`src/rtl/div_issue_ctrl.sv`:
```
// Valid/ready front-end for an external combinational 32/16 divider: holds operands stable for
// HOLD_CYC cycles, then captures quotient/remainder onto a registered valid/ready output.
module div_issue_ctrl #(
    parameter int unsigned HOLD_CYC = 2
) (
    input  logic        clk,
    input  logic        rst_n,
    input  logic        in_valid,
    output logic        in_ready,
    input  logic [31:0] in_a,
    input  logic [15:0] in_b,
    output logic [31:0] div_a,
    output logic [15:0] div_b,
    input  logic [31:0] div_result,
    input  logic [31:0] div_odd,
    output logic        out_valid,
    input  logic        out_ready,
    output logic [31:0] out_quot,
    output logic [31:0] out_rem,
    output logic        out_dz,
    output logic        busy
);

    localparam logic [3:0] CntInit = 4'(HOLD_CYC - 1);

    typedef enum logic [1:0] {StIdle, StHold, StDone} state_e;

    state_e      state_q, state_d;
    logic [3:0]  cnt_q, cnt_d;
    logic [31:0] div_a_q, div_a_d;
    logic [15:0] div_b_q, div_b_d;
    logic [31:0] quot_q, quot_d;
    logic [31:0] rem_q, rem_d;
    logic        dz_q, dz_d;
    logic        valid_q, valid_d;

    logic accept, capture, handshake, zero_div;

    // State register
    always_ff @(posedge clk or negedge rst_n) begin
        if (!rst_n) begin
            state_q <= StIdle;
            cnt_q   <= '0;
        end else begin
            state_q <= state_d;
            cnt_q   <= cnt_d;
        end
    end

    // Next-state logic
    always_comb begin
        state_d = state_q;
        cnt_d   = cnt_q;
        unique case (state_q)
            StIdle: begin
                if (in_valid) begin
                    if (in_b != '0) begin
                        state_d = StHold;
                        cnt_d   = CntInit;
                    end else begin
                        state_d = StDone;
                    end
                end
            end
            StHold: begin
                if (cnt_q == '0) begin
                    state_d = StDone;
                end else begin
                    cnt_d = cnt_q - 4'd1;
                end
            end
            StDone: begin
                if (out_ready) begin
                    state_d = StIdle;
                end
            end
            default: begin
                state_d = StIdle;
                cnt_d   = '0;
            end
        endcase
    end

    // Output / control decode
    always_comb begin
        in_ready  = (state_q == StIdle);
        busy      = (state_q != StIdle);
        accept    = in_ready && in_valid;
        zero_div  = (in_b == '0);
        capture   = (state_q == StHold) && (cnt_q == '0);
        handshake = (state_q == StDone) && out_ready;
    end

    // Datapath next values; operands and results only move on accept/capture
    always_comb begin
        div_a_d = div_a_q;
        div_b_d = div_b_q;
        quot_d  = quot_q;
        rem_d   = rem_q;
        dz_d    = dz_q;
        valid_d = valid_q;
        if (accept) begin
            div_a_d = in_a;
            div_b_d = in_b;
            if (zero_div) begin
                // Divider output is meaningless for B=0; report a fixed encoding instead
                quot_d  = 32'hFFFF_FFFF;
                rem_d   = in_a;
                dz_d    = 1'b1;
                valid_d = 1'b1;
            end
        end
        if (capture) begin
            quot_d  = div_result;
            rem_d   = div_odd;
            dz_d    = 1'b0;
            valid_d = 1'b1;
        end
        if (handshake) begin
            valid_d = 1'b0;
        end
    end

    always_ff @(posedge clk or negedge rst_n) begin
        if (!rst_n) begin
            div_a_q <= '0;
            div_b_q <= '0;
            quot_q  <= '0;
            rem_q   <= '0;
            dz_q    <= 1'b0;
            valid_q <= 1'b0;
        end else begin
            div_a_q <= div_a_d;
            div_b_q <= div_b_d;
            quot_q  <= quot_d;
            rem_q   <= rem_d;
            dz_q    <= dz_d;
            valid_q <= valid_d;
        end
    end

    assign div_a     = div_a_q;
    assign div_b     = div_b_q;
    assign out_quot  = quot_q;
    assign out_rem   = rem_q;
    assign out_dz    = dz_q;
    assign out_valid = valid_q;

endmodule

```
`config.mk`:
```
export PLATFORM = sky130hd
export DESIGN_NAME = div_issue_ctrl
export DESIGN_NICKNAME = d
export VERILOG_FILES = /design/src/rtl/div_issue_ctrl.sv
export SDC_FILE = /design/constraint.sdc
export NUM_CORES = 1
export LEC_CHECK = 0
export CAP_MARGIN = 20
export CORE_MARGIN = 4
export CORE_UTILIZATION = 45
export CTS_CLUSTER_DIAMETER = 150
export DETAILED_ROUTE_END_ITERATION = 8
export HOLD_SLACK_MARGIN = 0.15
export PLACE_DENSITY = 0.85
export SYNTH_ARGS = -nofsm -noshare
export SYNTH_HDL_FRONTEND = slang
export SYNTH_SLANG_ARGS = --single-unit
```
`constraint.sdc`:
```
create_clock -name clk -period 2.95 [get_ports clk]
set_input_delay 0.885 -clock clk [delete_from_list [all_inputs] [get_ports clk]]
set_output_delay 0.885 -clock clk [all_outputs]
set_load 0.005 [all_outputs]
```
==> summary.txt <==
Run status
  – Outcome: completed

Hold path
  – Tightest Hold Check Type: primary input to asynchronous set/reset pin

Synth
  – Syn Inst Count: 327
  – Proportion of synthesized area in mux cells: 0.282
  – Number of synthesized flops with an enable pin: 0
  – Post-synthesis simple-gate area fraction: 0.0264
  – Fraction of registers with async set/reset: 1.00
  – Register area share after synthesis: 0.587
  – Adder-cell share of the synthesized area: 0.00245
  – XOR/XNOR share of the synthesized area: 0
  – Yosys top cell area share: 0.587
  – Netlist cell types: 30
  – Synthesized area per cell: 15.6 µm²
  – Main combinational cell family by area after synthesis: multiplexers
  – Syn. warnings: 0
  – Complex-gate fraction of the synthesized area: 0.0724
  – Top FF cell, synth: dfrtp_1
  – Area contributors post-synth: dfrtp_1 (59%), mux2_2 (15%), mux2_4 (13%), o22a_1 (5.5%), buf_6 (1.1%)
  – Commonest cells in the netlist: dfrtp_1 (120), mux2_2 (68), mux2_4 (45), o22a_1 (32), buf_2 (7)
  – FF+latch count, synth: 120
  – Most common cell in the synthesized netlist: dfrtp_1
  – Cell area after synthesis: 5110 µm²
  – Syn nets: 444
  – Largest area contributor in the netlist: dfrtp_1

Place
  – DP Worst Slack: -0.0585 ns
  – Placed inst area: 7620 µm²
  – Final GP Congestion: 0.826
  – Dpl cells: 690
  – Post-DP HPWL: 10700 µm
  – Port bufs: 231

Power and ir drop
  – VDD IR max: 678 µV
  – Internal cell power: 6.66 mW
  – Pleak: 3.52 nW
  – Net load switching power: 2.48 mW
  – Sequential cell fraction of total power: 0.324
  – Switching Fraction: 0.271
  – Logic pwr share: 0.433
  – Pwr Total: 9.14 mW
  – PD cells: 1110 nW/µm²
  – Clock share of power: 0.243

Setup path
  – Crit-path max FO: 7
  – Worst r2r src: cnt_q[0]
  – CP Class: flop to primary output
  – Req. time, crit path: 2.07 ns
  – Crit path launch type: flop
  – Crit end category: primary output
  – R2R Setup Slk: 0.68 ns
  – Reg2reg path depth: 7
  – Reg2reg end: out_rem[1]
  – Worst Path Arrival: 1.82 ns

Flow run
  – Total of max-cap violations: 0

Die
  – Initial Utilization: 0.466
  – Rows: 38
  – Core area: 11000 µm²
  – Die area: 13100 µm²
  – # IOs: 232
  – Die W: 115 µm
  – Die Y: 115 µm

Timing
  – Final period util: 0.916
  – Setup TNS: 0 ns
  – Minimum clock period: 2.70 ns
  – Endpoints failing setup: 0
  – Hold Vio Cnt, Final: 0
  – Slew Limit Headroom: 0.688
  – Max frequency: 370 MHz
  – Slew @ Worst Pin: 0.468 ns
  – Setup Skew: 0.00472 ns
  – Unrepaired setup endpoints after global routing: false
  – Final setup margin: 0.248 ns
  – Max-slew violations: 0

Routing
  – Final ANT Viol Nets: 0
  – Vias per cell: 5.12
  – # DRC: 0
  – First-pass iteration count of the detailed router: 4
  – Via count: 3696
  – Routed WL: 14500 µm
  – Iter 0 DRT Violations: 171
  – Avg WL per Cell: 20.1 µm

CTS
  – CTS clk-pin slew, worst paths: 0.05 ns
  – Clk_lat worst skew: 0.41 ns
  – Hold Buf Count CTS: 0
  – Postcts setup bufs: 0
  – Root buffer cell: clkbuf_16
  – H-tree levels: 4
  – Resized Gates After CTS: 0
  – Clk buf depth: 2
  – Clk sinks: 120
  – CTS tree: built
  – Clock buffer count from CTS: 17

Global routing
  – Antenna violations before repair: 0
  – Vias in the first global route: 4172
  – First-pass GRT wire length: 22700 µm
  – All-Layer GR Usage: 0.226
  – Largest net degree at the start of global routing: 60
  – Total grt overflow: 0

Layout
  – Area grow syn2layout: 61.7%
  – Number of inserted diodes: 0
  – Fin cells: 722
  – Design area: 8270 µm²
  – # fillers: 707
  – Fin nets: 686
  – Layout cell share with drive strength beyond 1: 0.271
## layer usage
metal / wire length [µm] / share of wire / GRT usage
met4: 412 / 0.028 / 0.0990
met2: 7640 / 0.53 / 0.396
met3: 1070 / 0.074 / 0.0735
met1: 5370 / 0.37 / 0.249
met5: 0 / 0 / 0
## how the worst max path moves through the flow
stage,startpoint,to,slack [ns],cells after the start
finish,state_q[1],in_ready,0.25,2
floorplan,in_b[1],out_rem[26],0.66,6
global route,state_q[1],in_ready,0.17,2
CTS,state_q[0],in_ready,0.23,2
detailed placement,in_b[10],out_rem[27],-0.06,6
global placement,in_b[2],out_rem[27],0.03,7
## layout make-up
type	count	area, µm²	share of cell area
clock buffers	25	505	0.0611
flip-flops and latches	120	3000	0.363
clock inverters	7	138	0.0166
well taps	140	175	0.0212
repair buffers	242	2440	0.295
multi-input cells	182	1980	0.240
inverters	6	22.5	0.00272
## registers in the layout, indices dropped and copies added, names as in the netlist
name	flops
div_a	32
out_valid	1
out_quot	32
div_b	16
cnt_q	4
out_dz	1
out_rem	32
state_q	2
## power groups by stage
stage	sequential (mW)	clock, mW	combinational (mW)
floorplan	2.97	0	1.70
global placement	2.91	0	3.87
detailed placement	2.98	0	3.99
CTS	2.97	2.26	4.03
global route	3.07	2.34	4.23
finish	2.97	2.22	3.96
## logic make-up (layout without fill, tap and decap cells)
kind of cell    count (synthesis)  count (layout)
buf+inv                        25             280
compound gates                 46              46
mux                           113             113
flops                         120             120
simple gates                   22              22
fa+ha+maj                       1               1
## critical path, stage by stage (launching register included)
cell and delay (ns):
dfrtp_1 0.43, nor2_1 0.39, clkdlybuf4s50_1 0.59
## stage by stage
stage / hold WS (ns) / util
2_1_floorplan: 0.480 / -
3_3_place_gp: 0.470 / 0.694
3_5_place_dp: 0.479 / 0.694
4_1_cts: 0.404 / 0.753
5_1_grt: 0.424 / 0.753
6_report: 0.407 / 0.753
## cell usage in the layout, fill, tap and decap left out, types with 5 or more instances in the layout
cell             count
clkbuf_16           17
mux2_4              45
buf_4                8
dfrtp_1            120
clkdlybuf4s50_1    230
clkbuf_8             5
inv_1                6
mux2_2              68
o22a_1              32
(Power assumes the default switching activity.)
==> edit 1, RTL diff (same settings) <==
Encoding of `state_e`: now one-hot (3 bits for 3 states).
--- a/src/rtl/div_issue_ctrl.sv
+++ b/src/rtl/div_issue_ctrl.sv
@@ -25,3 +25,3 @@
 
-    typedef enum logic [1:0] {StIdle, StHold, StDone} state_e;
+    typedef enum logic [2:0] {StIdle = 3'b001, StHold = 3'b010, StDone = 3'b100} state_e;
 
Function: no difference found for any inputs over 4 cycles, from zero or initial values and one cycle with rst_n low; so few cycles prove little.
==> edit 1 against the original RTL <==
Total power decreased by 5.9%. Design area decreased by 1.8%. Sequential cell count increased by 1. Synthesized cell count increased by 56%. Fmax decreased by 5.0%. Sequential share of layout area increased by 0.97 points. Worst hold slack got worse by 0.051 ns. Synthesized area decreased by 2.4%. Worst setup slack got worse by 0.14 ns. Clock skew increased by 0.00072 ns. Wire length increased by 13%. Critical endpoint unchanged. Largest power group unchanged.
==> edit 1: results (changes against the original RTL) <==
| Metric | Value |
|---|---|
| Netlist cell types | 32 (+6.7%) |
| Gr usage total | 0.257 (+0.0309) |
| # resized after CTS | 0 (unchanged) |
| DRT Pass-1 Iters | 5 (+1) |
| Setup Fix Bufs, Post-CTS | 0 (unchanged) |
| Critical Path Fanout Max | 6 (-1) |
| DP Worst Slack | 0.146 ns (+0.205 ns) |
| Grt met1 use | 0.294 (+0.0450) |
| Dpl hpwl | 11.5 mm (+7.2%) |
| GPL Wtd Cong | 0.888 (+7.5%) |
| Area after DPL | 7490 sq um (-1.8%) |
| Vias in the first global route | 5044 (+21%) |
| Total wire length | 16.4 mm (+13%) |
| Synth Flop Type | dfrtp_1 |
| Total power | 0.00861 W (-5.9%) |
| Clock Tree Buf Depth | 2 (unchanged) |
| Max stage delay cell, worst path | dfstp_2 |
| Nets | 854 (+24%) |
| Num CTS Buffers | 17 (unchanged) |
| # diodes | 0 (unchanged) |
| Final Hold Vio Count | 0 (unchanged) |
| Largest stage delay, worst path | 0.58 ns |
| Status | finished, final reports clean |
| Worst-Margin Slew | 0.588 ns (+0.120 ns) |
| EDFF count, synth | 0 (unchanged) |
| Largest net degree at the start of global routing | 62 (+3.3%) |
| Data arrival, critical path | 1.96 ns (+0.14 ns) |
| Syn nets | 628 (+41%) |
| Global-route wire length before repair | 25.9 mm (+14%) |
| Pint | 0.00596 W (-11%) |
| Seq/Total Area, Yosys | 0.607 (+0.0197) |
| CTS root buf | clkbuf_8 |
| IO Port Bufs | 231 (unchanged) |
| Initial antenna violation count | 0 (unchanged) |
| Lkg Pwr | 3.48 nW (-1.4%) |
| DRT iter0 DRCs | 492 (+190%) |
| Clk. pwr | 0.00218 W (-2%) |
| Synth top area share | 0.602 (+0.0144) |
| Clock latency on the worst-skew pair | 0.52 ns (+0.11 ns) |
| M3 GR Usage | 0.0722 (-0.00127) |
| Via density | 5.44 (+6.3%) |
| Largest delay share family, worst path | buffers and inverters |
| Worst Skew | 0.00543 ns (+0.000715 ns) |
| Synth top cells by count | 145 x nand2_1, 120 x dfrtp_1, 38 x nor2_1 |
| Layout cells sized above 1 | 0.0760 (-0.195) |
| M2 GR Usage | 0.452 (+0.0556) |
| CTS clk-pin slew, worst paths | 0.06 ns |
| Largest cells by area after synthesis | dfrtp_1 60%, nand2_1 11%, o22a_1 6.0% |
| VDD IR-drop max | 0.588 mV (-13%) |
| YS warnings | 0 (unchanged) |
| Sequential Power Share | 0.342 (+0.018) |
-- edit 1: cell types whose count changed after synthesis, moves of 30 or more --
cell	unedited run	this run
a31oi_1	0	33
mux2_2	68	0
mux2_4	45	0
nand2_1	3	145
nand3_1	0	32
nor2_1	4	38
o21ai_0	2	32
-- edit 1: layout make-up --
class	instances	area (sq um)
Sequential cell	121	3030
Fill cell	747	2720
Timing Repair Buffer	245	2490
Multi-Input combinational cell	347	1780
Clock buffer	19	442
Clock inverter	13	191
Tap cell	140	175
Inverter	5	18.8
-- edit 1: through the flow --
step | hold slack (ns) | util | instances
after floorplan | 0.470 | - | 511
after global placement | 0.458 | 0.691 | 858
after detailed placement | 0.463 | 0.691 | 858
after CTS | 0.359 | 0.749 | 890
after global routing | 0.373 | 0.749 | 890
final | 0.356 | 0.749 | 890
-- edit 1: path summary, 6_finish.rpt --
path / from / end / slack, ns / cells after the start
worst max-delay path: state_q[0] / in_ready / 0.11 / 3
worst max register to register: cnt_q[0] / state_q[2] / 0.83 / 8
max in group asynchronous: rst_n / state_q[0] / 1.90 / 2
min in group clk: div_a[31] / div_a[31] / 0.48 / 2
worst min-delay path: rst_n / div_b[7] / 0.36 / 1
worst min register to register: div_a[31] / div_a[31] / 0.48 / 2
-- edit 1: per-layer routing --
layer	up-vias	wire (um)
li1	2220	-
met1	2378	6020
met2	210	8800
met3	36	1110
met4	0	452
met5	-	0
-- edit 1: cells by family (layout without fill, tap and decap cells) --
logic type                 after synthesis  count (layout)  synth area share
AOI/OAI and AO/OA                      112             112             0.153
adders and majority gates                1               1           0.00251
buffers and inverters                   43             282            0.0404
DFF                                    121             121             0.607
and+or+nand+nor                        234             234             0.197
==> edit 2, RTL diff (same flow settings) <==
Without the edit above. Register the inputs `div_result` and `div_odd` before use, cleared by the reset. The logic sees them one clock later. The other inputs are not delayed to match.
--- a/src/rtl/div_issue_ctrl.sv
+++ b/src/rtl/div_issue_ctrl.sv
@@ -26,2 +26,15 @@
     typedef enum logic [1:0] {StIdle, StHold, StDone} state_e;
+
+    logic [31:0] div_result_q;
+    logic [31:0] div_odd_q;
+
+    always_ff @(posedge clk or negedge rst_n) begin
+        if (!rst_n) begin
+            div_result_q <= '0;
+            div_odd_q    <= '0;
+        end else begin
+            div_result_q <= div_result;
+            div_odd_q    <= div_odd;
+        end
+    end
 
@@ -113,4 +126,4 @@
         if (capture) begin
-            quot_d  = div_result;
-            rem_d   = div_odd;
+            quot_d  = div_result_q;
+            rem_d   = div_odd_q;
             dz_d    = 1'b0;
Function: changed (Yosys sat finds a counterexample within 4 cycles, from zero or initial values and one cycle with rst_n low).
==> edit 2 against the original RTL <==
Combinational power fell by 4%. Synthesized area rose by 30%. Worst setup slack improved by 0.10 ns. Via count rose by 38%. Design area rose by 18%. Sequential cell count rose by 64. Wire length rose by 21%. Clock power rose by 2%. Critical path type unchanged. Total power rose by 8.1%.
==> edit 2: results (changes against the original RTL) <==
| Metric | Value |
|---|---|
| Fillers | 1103 (+56%) |
| DP Worst Slack | 0.150 ns (+0.209 ns) |
| Layout Cells excl Fill | 989 (+37%) |
| GPL Wtd Cong | 0.802 (-2.9%) |
| Worst Setup SP | state_q[0] |
| Synth-to-layout area growth | 46.6% |
| Dpl hpwl | 12.2 mm (+14%) |
| Area after DPL | 9180 sq um (+20%) |
| Hold slack | 0.397 ns (-0.00967 ns) |
| Via count | 5099 (+38%) |
| Reg2reg end | out_quot[6] |
| Data arrival, critical path | 1.71 ns (-0.11 ns) |
| Status | finished, final reports clean |
| Syn nets | 684 (+54%) |
| Netlist cell types | 37 (+23%) |
| Slew HR | 0.684 (-0.00451) |
| Synth top area share | 0.690 (+0.103) |
| Layout cells sized above 1 | 0.0708 (-0.201) |
| Placed cell count | 958 (+39%) |
| Seq/Total Area, Yosys | 0.690 (+0.103) |
| Largest cells by area after synthesis | dfrtp_1 69%, nand2_1 8.2%, o22a_1 4.2% |
| R2r setup slk | 0.91 ns (+0.23 ns) |
| Largest net degree at the start of global routing | 69 (+15%) |
| Lkg Pwr | 4.25 nW (+21%) |
| DRT iter0 DRCs | 365 (+110%) |
edit 2: kinds of logic after synthesis:
family          after synthesis  synth area share
flops                       184             0.690
fa+ha+maj                     1           0.00188
compound gates              140             0.136
simple gates                200             0.135
buf+inv                      42            0.0371
edit 2: final cells by class:
class | count | area share
Sequential cell | 184 | 0.471
Tap cell | 184 | 0.0235
Inverter | 4 | 0.00205
Timing Repair Buffer | 245 | 0.256
Clock buffer | 25 | 0.0517
Clock inverter | 6 | 0.00909
Multi-Input combinational cell | 341 | 0.186
edit 2: metal layers:
layer	part of all wire	routed length, um	GRT usage	vias to the layer above
met5	0	0	0	-
met4	0.029	516	0.0886	0
met3	0.072	1260	0.0626	34
met2	0.49	8630	0.339	189
met1	0.41	7090	0.261	2500
li1	-	-	-	2376
edit 2: power breakdown:
part | leakage (nW) | switching (W) | internal [W]
combinational | 1.82 | 0.00164 | 0.00217
sequential | 2.14 | 0.000454 | 0.00337
clock | 0.286 | 0.000904 | 0.00136
